**src/rtl/latch_sink_if.sv**
```systemverilog
// Handshake bundle for latch_sink: latch-style producer side plus the valid/ready stream side.
interface latch_sink_if #(
  parameter int unsigned DATA_W = 32
);
  logic              in_vld;
  logic [DATA_W-1:0] in_data;
  logic              in_ack;
  logic              m_valid;
  logic [DATA_W-1:0] m_data;
  logic              m_ready;

  modport master (
    output in_vld, in_data, m_ready,
    input  in_ack, m_valid, m_data
  );

  modport slave (
    input  in_vld, in_data, m_ready,
    output in_ack, m_valid, m_data
  );
endinterface

```
**src/rtl/latch_sink.sv**
```systemverilog
// Receiver for the latch valid/ack protocol: acks each word once, buffers it in a FIFO
// and re-presents it on a valid/ready stream. Also keeps an accept counter and a sticky error flag.
module latch_sink #(
  parameter int unsigned DATA_W = 32,
  parameter int unsigned DEPTH  = 4,
  parameter int unsigned CNT_W  = 16
) (
  input  logic             ap_clk,
  input  logic             ap_rst,
  latch_sink_if.slave      bus,
  output logic [CNT_W-1:0] count,
  output logic             full,
  output logic             proto_err
);
  localparam int unsigned AW = $clog2(DEPTH);
  localparam int unsigned PW = AW + 1;

  typedef enum logic {IDLE, WAIT_LOW} state_t;

  state_t            state_q;
  logic              in_ack_q;
  logic              vld_prev_q;
  logic              proto_err_q;
  logic [CNT_W-1:0]  count_q;
  logic [PW-1:0]     wr_ptr_q;
  logic [PW-1:0]     rd_ptr_q;
  logic [DATA_W-1:0] mem_q [DEPTH];

  logic [PW-1:0] occ;
  logic          empty;
  logic          full_w;
  logic          push;
  logic          pop;

  // Pointers carry one extra wrap bit so occupancy DEPTH is distinguishable from empty.
  always_comb begin
    occ    = wr_ptr_q - rd_ptr_q;
    empty  = (occ == '0);
    full_w = (occ == PW'(DEPTH));
    push   = (state_q == IDLE) && bus.in_vld && !full_w;
    pop    = !empty && bus.m_ready;
  end

  always_ff @(posedge ap_clk) begin
    if (ap_rst) begin
      state_q     <= IDLE;
      in_ack_q    <= 1'b0;
      vld_prev_q  <= 1'b0;
      proto_err_q <= 1'b0;
      count_q     <= '0;
      wr_ptr_q    <= '0;
      rd_ptr_q    <= '0;
    end else begin
      in_ack_q   <= 1'b0;
      vld_prev_q <= bus.in_vld;
      case (state_q)
        IDLE: begin
          if (push) begin
            in_ack_q <= 1'b1;
            state_q  <= WAIT_LOW;
          end
          // Only reachable with vld_prev_q high if the previous edge withheld the ack.
          if (vld_prev_q && !bus.in_vld) proto_err_q <= 1'b1;
        end
        WAIT_LOW: begin
          if (!bus.in_vld) state_q <= IDLE;
        end
        default: state_q <= IDLE;
      endcase
      if (push) begin
        count_q  <= count_q + CNT_W'(1);
        wr_ptr_q <= wr_ptr_q + PW'(1);
      end
      if (pop) rd_ptr_q <= rd_ptr_q + PW'(1);
    end
  end

  always_ff @(posedge ap_clk) begin
    if (push) mem_q[wr_ptr_q[AW-1:0]] <= bus.in_data;
  end

  assign bus.in_ack  = in_ack_q;
  assign bus.m_valid = !empty;
  assign bus.m_data  = mem_q[rd_ptr_q[AW-1:0]];
  assign count       = count_q;
  assign full        = full_w;
  assign proto_err   = proto_err_q;
endmodule

```
**src/flat_wrapper.sv**
```systemverilog
// flat-port wrapper written by rule: the top's interface ports become plain ports
module latch_sink_flat 
#(
  parameter int unsigned DATA_W = 32,
  parameter int unsigned DEPTH  = 4,
  parameter int unsigned CNT_W  = 16
)
  (ap_clk, ap_rst, count, full, proto_err, bus_in_vld, bus_in_data, bus_m_ready, bus_in_ack, bus_m_valid, bus_m_data);
  latch_sink_if #(.DATA_W(DATA_W)) bus_i ();
  input  logic ap_clk;
  input  logic ap_rst;
  output logic [CNT_W-1:0] count;
  output logic full;
  output logic proto_err;
  input wire logic [$bits(bus_i.in_vld)-1:0] bus_in_vld;
  input wire logic [$bits(bus_i.in_data)-1:0] bus_in_data;
  input wire logic [$bits(bus_i.m_ready)-1:0] bus_m_ready;
  output wire logic [$bits(bus_i.in_ack)-1:0] bus_in_ack;
  output wire logic [$bits(bus_i.m_valid)-1:0] bus_m_valid;
  output wire logic [$bits(bus_i.m_data)-1:0] bus_m_data;
  assign bus_i.in_vld = bus_in_vld;
  assign bus_i.in_data = bus_in_data;
  assign bus_i.m_ready = bus_m_ready;
  assign bus_in_ack = bus_i.in_ack;
  assign bus_m_valid = bus_i.m_valid;
  assign bus_m_data = bus_i.m_data;
  latch_sink #(.DATA_W(DATA_W), .DEPTH(DEPTH), .CNT_W(CNT_W)) u_core (.ap_clk(ap_clk), .ap_rst(ap_rst), .bus(bus_i), .count(count), .full(full), .proto_err(proto_err));
endmodule
```
**config.mk**
```make
export PLATFORM = sky130hd
export DESIGN_NAME = latch_sink_flat
export DESIGN_NICKNAME = d
export VERILOG_FILES = /design/src/rtl/latch_sink_if.sv /design/src/rtl/latch_sink.sv /design/src/flat_wrapper.sv
export SDC_FILE = /design/constraint.sdc
export NUM_CORES = 1
export LEC_CHECK = 0
export BUFFER_PORTS_ARGS = -buffer_cell sky130_fd_sc_hd__clkbuf_2
export CAP_MARGIN = 5
export CORE_MARGIN = 4
export CORE_UTILIZATION = 55
export CTS_CLUSTER_DIAMETER = 120
export DETAILED_ROUTE_END_ITERATION = 8
export PLACE_DENSITY = 0.89
export SYNTH_ARGS = -nofsm -noshare
export SYNTH_HDL_FRONTEND = slang
export SYNTH_SLANG_ARGS = --single-unit
export TNS_END_PERCENT = 20
```
**constraint.sdc**
```tcl
create_clock -name ap_clk -period 7.9 [get_ports ap_clk]
set_input_delay 1.185 -clock ap_clk [delete_from_list [all_inputs] [get_ports ap_clk]]
set_output_delay 1.185 -clock ap_clk [all_outputs]
set_load 0.05 [all_outputs]
```
==> results of run 1 <==
## cells in the final DEF, fill, tap and decap left out, drive strengths merged
master	synthesis	layout
dfxtp	28	28
and4	1	1
nor2	21	21
nand3	4	4
a31oi	2	2
ha	8	8
nand2b	1	1
bufinv	0	3
xnor2	6	6
mux4	32	32
and2	5	5
inv	5	5
nor2b	3	3
o211ai	5	5
nor3	1	1
edfxtp	128	128
clkinv	0	6
clkinvlp	0	5
and3	2	2
o31a	1	1
a21oi	9	9
or3	6	6
nand4	1	1
xor2	8	8
nand2	12	12
o21a	1	1
mux2i	1	1
o2111ai	4	4
o21ai	8	8
clkbuf	8	105
## state kept, by name, summed over array words and instances (netlist names), named ones only
| register | flops |
|---|---|
| u_core.mem_q | 128 |
| u_core.count | 16 |
| u_core.rd_ptr_q | 3 |
| u_core.wr_ptr_q | 3 |
| u_core.bus.in_ack | 1 |
| u_core.proto_err | 1 |
| u_core.state_q | 1 |
| u_core.vld_prev_q | 1 |
## kinds of logic after synthesis
logic type / after synthesis
flops: 156
simple gates: 57
mux: 33
compound gates: 30
buf+inv: 19
xor+xnor: 14
fa+ha+maj: 8
## stage by stage
| step | utilization | cell area (um2) | setup WS (ns) | hold WS [ns] | cells |
|---|---|---|---|---|---|
| 6_report | 0.6780 | 7030 | 4.173 | 0.4609 | 558 |
| 5_1_grt | 0.6780 | 7030 | 3.961 | 0.5256 | 558 |
| 4_1_cts | 0.6780 | 7030 | 4.070 | 0.4722 | 558 |
| 3_5_place_dp | 0.6229 | 6460 | 4.464 | 0.4598 | 526 |
| 3_3_place_gp | 0.6229 | 6460 | 4.560 | 0.4405 | 526 |
| 2_1_floorplan | - | 5906 | 4.722 | 0.4334 | 317 |
## worst paths after layout
kind	from	end	slack, ns	depth (start not counted)
min	u_core.vld_prev_q	u_core.proto_err	0.46	2
max reg2reg	u_core.wr_ptr_q[0]	u_core.mem_q[1][14]	4.94	6
min reg2reg	u_core.vld_prev_q	u_core.proto_err	0.46	2
max	flop	bus_m_data[13]	4.17	2
## per-layer routing
metal / part of all wire / routed length (um) / vias up / global-route usage
met5: 0 / 0 / - / 0
li1: - / - / 1432 / -
met4: 0.013 / 143 / 0 / 0.06813
met3: 0.060 / 673 / 13 / 0.05815
met1: 0.43 / 4754 / 1598 / 0.2579
met2: 0.50 / 5610 / 117 / 0.2978
## cell type report
| class | count | area [um2] |
|---|---|---|
| clock inverter | 14 | 152.6 |
| inverter | 5 | 18.77 |
| sequential | 156 | 4407 |
| multi-input combinational | 142 | 1429 |
| clock buffer | 18 | 417.9 |
| tap | 136 | 170.2 |
| fill | 669 | 3339 |
| timing repair buffer | 87 | 435.4 |
## power by group through the flow
stage / Clock, W / Combinational [W] / Sequential, W
3_5_place_dp: 0 / 0.000629 / 0.00106
5_1_grt: 0.000839 / 0.000662 / 0.00105
6_report: 0.000777 / 0.000627 / 0.00104
4_1_cts: 0.000793 / 0.000634 / 0.00105
2_1_floorplan: 0 / 0.000534 / 0.00101
3_3_place_gp: 0 / 0.000622 / 0.00105
## worst reg2reg max path, stage by stage, from the launching register on
cell,delay [ns]
dfxtp_1,0.40
inv_1,0.10
ha_1,0.18
nor2b_1,0.15
xnor2_2,0.56
o21a_1,0.41
and2_2,0.77
==> run metrics, run 1 <==
largest family of logic cells by synthesized area=multiplexers; CTS HTree Levels=4; TritonCTS clock tree=done; skew final=0.005632 ns; Post-synth EDFFs=128; CTS Buf Count=17; PwrDens=347.9 mW/mm2; final max-slew violation count=0; commonest cells in the synthesized netlist=128 x edfxtp_1, 32 x mux4_2, 28 x dfxtp_1; xor and xnor area share after synthesis=0.02203; Inserted Diodes=0; post-synthesis compound-gate area fraction=0.03263; Ports=88; part of the power in registers=0.426; Critical Path Sink Type=primary output; critical-path cell list=mux4_2 > clkbuf_2; Hold Crit Class=flop to flop; Tot Pwr=0.002446 W; Avg Vias per Cell=between 5 and 6; unrepaired setup endpoints after global routing=no; die footprint=0.01246 mm2; Root Buffer=clkbuf_8; Synth Area in Simple Gates=0.04576; Power Internal=approximately 0.0016 W; final hold viol count=0; Slew headroom=0.2366; clk sinks=156; routed wire length=approximately 11 mm; yosys warns=0; initial antenna violation count=0; setup TNS=0 ns; #FFs+latches synth=156; area leader, netlist=edfxtp_1; Critical Path Max Stage Delay=approximately 1.1 ns; library cells used by synthesis=32; Slew @ Worst Pin=between 1 and 1.5 ns; global-route wire length before repair=18.06 mm; Final min period=between 3 and 4 ns; Sw Share=0.3324; fin nets=453; Initial DRC Count=248; row count=37; Syn Nets=around 360; Core ar.=around 0.010 mm2; die height=111.6 um; Port Buf Inserts=just under 90; gr usage total=0.1909; worst path bufs/invs=1; most common cell in the netlist=edfxtp_1; Setup Buffers After CTS=0; multiplexer share of the synthesized area=0.1237; area delta synth->final=19.05%; Placer Congestion=0.7855; Clock Latency Late Sink=0.53 ns; status=complete, no violations; crit start category=flop; DRC=0; Clock power frac=0.318; Synth area leaders=edfxtp_1 65%, mux4_2 12%, dfxtp_1 9.5%; fin crit share=0.4718; vias=3,160; Comb power frac=0.256; number of setup violations in the final report=0; Overflow after GRT=0; CP Max Fanout=32; Seq/Total Area, Yosys=0.7458; worst vdd ir=0.1853 mV; switching pwr=0.0008130 W; Critical Path AT=2.54 ns; Lkg Pwr=2.449 nW; DR pass1 iterations=5; critical path class=flop to primary output; post-route antenna net violation count=0; share of cells above drive strength 1=0.3697; slowest CP cell=dfxtp_2; hold buffer count at CTS=0; CP Data Required Time=6.71 ns; largest net degree at the start of global routing=34; CP delay by family, top=flip-flops; Async SR Flop Fraction=0; top cell type's share of synthesized area=0.6508; hpwl dp=6.703 mm; CTS Buffer Depth=2; Adder-Cell Fraction of Synth Area=0.01695; synthesized cell area=0.005906 mm2; Max Fclk=268.3 MHz; clock transition at the registers of the reported paths=0.06 ns; routed len/inst=roughly 20 um; Die W=111.6 um; max_cap viols=0; Syn Area/Cell=18.63 um2; Cells after Synth=317; post_cts resized=0; Starting Density=0.5695; number of global-route vias before repair=~3,300; ys flop type=edfxtp_1
No activity file was read; power rests on OpenSTA's default activity.
==> inputs of run 2 (changes only) <==
--- a/config.mk
+++ b/config.mk
@@ -5,13 +5,14 @@
 export SDC_FILE = /design/constraint.sdc
 export NUM_CORES = 1
 export LEC_CHECK = 0
+export ABC_AREA = 1
 export BUFFER_PORTS_ARGS = -buffer_cell sky130_fd_sc_hd__clkbuf_2
 export CAP_MARGIN = 5
 export CORE_MARGIN = 4
-export CORE_UTILIZATION = 55
+export CORE_UTILIZATION = 51
 export CTS_CLUSTER_DIAMETER = 120
 export DETAILED_ROUTE_END_ITERATION = 8
-export PLACE_DENSITY = 0.89
+export PLACE_DENSITY = 0.87
 export SYNTH_ARGS = -nofsm -noshare
 export SYNTH_HDL_FRONTEND = slang
 export SYNTH_SLANG_ARGS = --single-unit
==> constraint.sdc (replaced) <==
create_clock -name ap_clk -period 3 [get_ports ap_clk]
set_input_delay 0.45 -clock ap_clk [delete_from_list [all_inputs] [get_ports ap_clk]]
set_output_delay 0.45 -clock ap_clk [all_outputs]
set_load 0.05 [all_outputs]
==> run 2 against run 1 <==
Net effect:
- die area up 13%
- synthesized cell count grew 71%
- area after synthesis is 6.1% higher
- sequential power rose to 2.8 times the previous value
- hold slack worse by 0.21 ns
- via count increased by 39%
- routed wire length is 22% higher
- cell count rose by 42%
- cell area up 6.5%
- combinational power increased to 5.3 times the previous value
- utilization decreased by 5.4 points
- critical endpoint is now bus_m_data[24]
- largest power group is now combinational cells
- highest routed layer unchanged
==> run metrics, run 2 <==
PwrDens=1127 mW/mm2; worst reg2reg setup slack=0.61 ns; clk sinks=156; max reg flops=128; hold buffer count at CTS=0; Starting Density=0.5217; die footprint=0.01412 mm2; Post-synth EDFFs=128; Die W=118.8 um; worst hold margin=roughly 0.25 ns; most common cell in the netlist=edfxtp_1; CTS Buffer Depth=2; commonest cells after routing, fill and taps aside=128 x edfxtp_1, 112 x nor2_1, 87 x clkbuf_2; Hold Crit Class=input pin to flop; top cell type's share of synthesized area=0.6134; Ports=around 90; Placer Congestion=0.8251; Critical Path Sink Type=primary output; setup TNS=0 ns; synthesized cell area=roughly 0.0063 mm2; Setup Buffers After CTS=0; Slew headroom=0.5336; CP Max Fanout=42; library cells used by synthesis=23; DR pass1 iterations=5; Critical Path Max Stage Delay=0.49 ns; fin crit share=0.8783; Avg Vias per Cell=5.514; yosys warns=0; Async SR Flop Fraction=0; worst flop-to-flop path startpoint=u_core.rd_ptr_q[1]; final hold viol count=0; gr usage total=0.1988; initial antenna violation count=0; crit start category=flop; fin nets=about 680; slowest CP cell=inv_2; worst path bufs/invs=3; die height=118.8 um; number of global-route vias before repair=roughly 4,500; CP Data Required Time=2.55 ns; number of setup violations in the final report=0; Final Instance Area=roughly 0.0075 mm2; fin worst setup slack=0.3651 ns; final max-slew violation count=0; commonest cells in the synthesized netlist=128 x edfxtp_1, 115 x nor2_1, 61 x o21ai_0; worst vdd ir=0.6151 mV; Port Buf Inserts=87; critical-path cell list=inv_2 > buf_4 > o21ai_0 > o22ai_1 > clkbuf_2; Critical Path AT=2.18 ns; area delta synth->final=19.53%; Syn Area/Cell=11.54 um2; row count=40; TritonCTS clock tree=done; #FFs+latches synth=156; post-route antenna net violation count=0; Slew @ Worst Pin=about 0.7 ns; hpwl dp=8.555 mm; Core ar.=0.01201 mm2; Synth area leaders=edfxtp_1 61%, dfxtp_1 8.9%, nor2_1 6.9%; critical path class=flop to primary output; Cells after Synth=543; CTS HTree Levels=4; Max Fclk=about 380 MHz; vias=4,384; Seq/Total Area, Yosys=0.7029; post_cts resized=0; Inserted Diodes=0; largest net degree at the start of global routing=65; share of cells above drive strength 1=0.2361; global-route wire length before repair=around 22 mm; Initial DRC Count=461; area leader, netlist=edfxtp_1; CP delay by family, top=buffers and inverters; unrepaired setup endpoints after global routing=no; Syn Nets=about 590; Lkg Pwr=2.834 nW; Placement Cell Area=0.006862 mm2; pre-CTS setup slack=0.6126 ns; CTS Buf Count=17; Overflow after GRT=0; status=complete, no violations; clock transition at the registers of the reported paths=0.06 ns; routed len/inst=approximately 17 um; skew final=0.007344 ns; ys flop type=edfxtp_1; DRC=0; Fillers=908; Clock Latency Late Sink=0.42 ns; most common cell after layout, fill and taps aside=edfxtp_1; Root Buffer=clkbuf_16; Final min period=2.635 ns; max_cap viols=0; hold path start=bus_in_data[26]; routed wire length=around 14 mm
## run 2: changes by cell type after synthesis, sizes merged, moves of 26 or more
| cell | delta |
|---|---|
| mux4 | -32 |
| o22ai | +32 |
| nor2 | +94 |
| o21ai | +57 |
| inv | +26 |
| nand2 | +49 |
## run 2: final timing paths
kind,endpoint,cells past startpoint
worst min register to register,u_core.state_q,2
worst max register to register,u_core.mem_q[2][28],8
worst max-delay path,bus_m_data[24],5
worst min-delay path,u_core.mem_q[2][26],1
## run 2: cell families after synthesis
logic type / Yosys count / synth area share
fa+ha+maj: 8 / 0.01598
compound gates: 118 / 0.1008
simple gates: 203 / 0.1386
buf+inv: 58 / 0.04173
flops: 156 / 0.7029
## run 2: power by group
group	internal (W)	total (W)	switching [W]
clock	0.00138	0.00222	0.000834
combinational	0.000721	0.00335	0.00263
sequential	0.00274	0.00288	0.000132
total	0.00485	0.00844	0.00360
## run 2: per-stage QoR
| stage | util | power [W] | cells |
|---|---|---|---|
| final | 0.6235 | 0.008444 | 795 |
| after global routing | 0.6235 | 0.008865 | 795 |
| after detailed placement | 0.5713 | 0.006260 | 763 |
| after global placement | 0.5713 | 0.006144 | 763 |
| after CTS | 0.6235 | 0.008485 | 795 |
| after floorplan | - | 0.005480 | 543 |
## run 2: final cells by class
cell class	instances	area [um2]	share of cell area
multi-input cells	329	1623	0.2167
clock inverters	12	161.4	0.02155
inverters	31	116.4	0.01554
clock buffers	20	466.7	0.06231
flip-flops and latches	156	4405	0.5882
repair buffers	100	533.0	0.07117
well taps	147	183.9	0.02456
## run 2: routing by layer
metal | share of wire | track usage | up-vias
li1 | - | - | 2091
met1 | 0.41 | 0.2415 | 2082
met2 | 0.51 | 0.3368 | 189
met3 | 0.060 | 0.05176 | 22
met4 | 0.019 | 0.08472 | 0
met5 | 0 | 0 | -
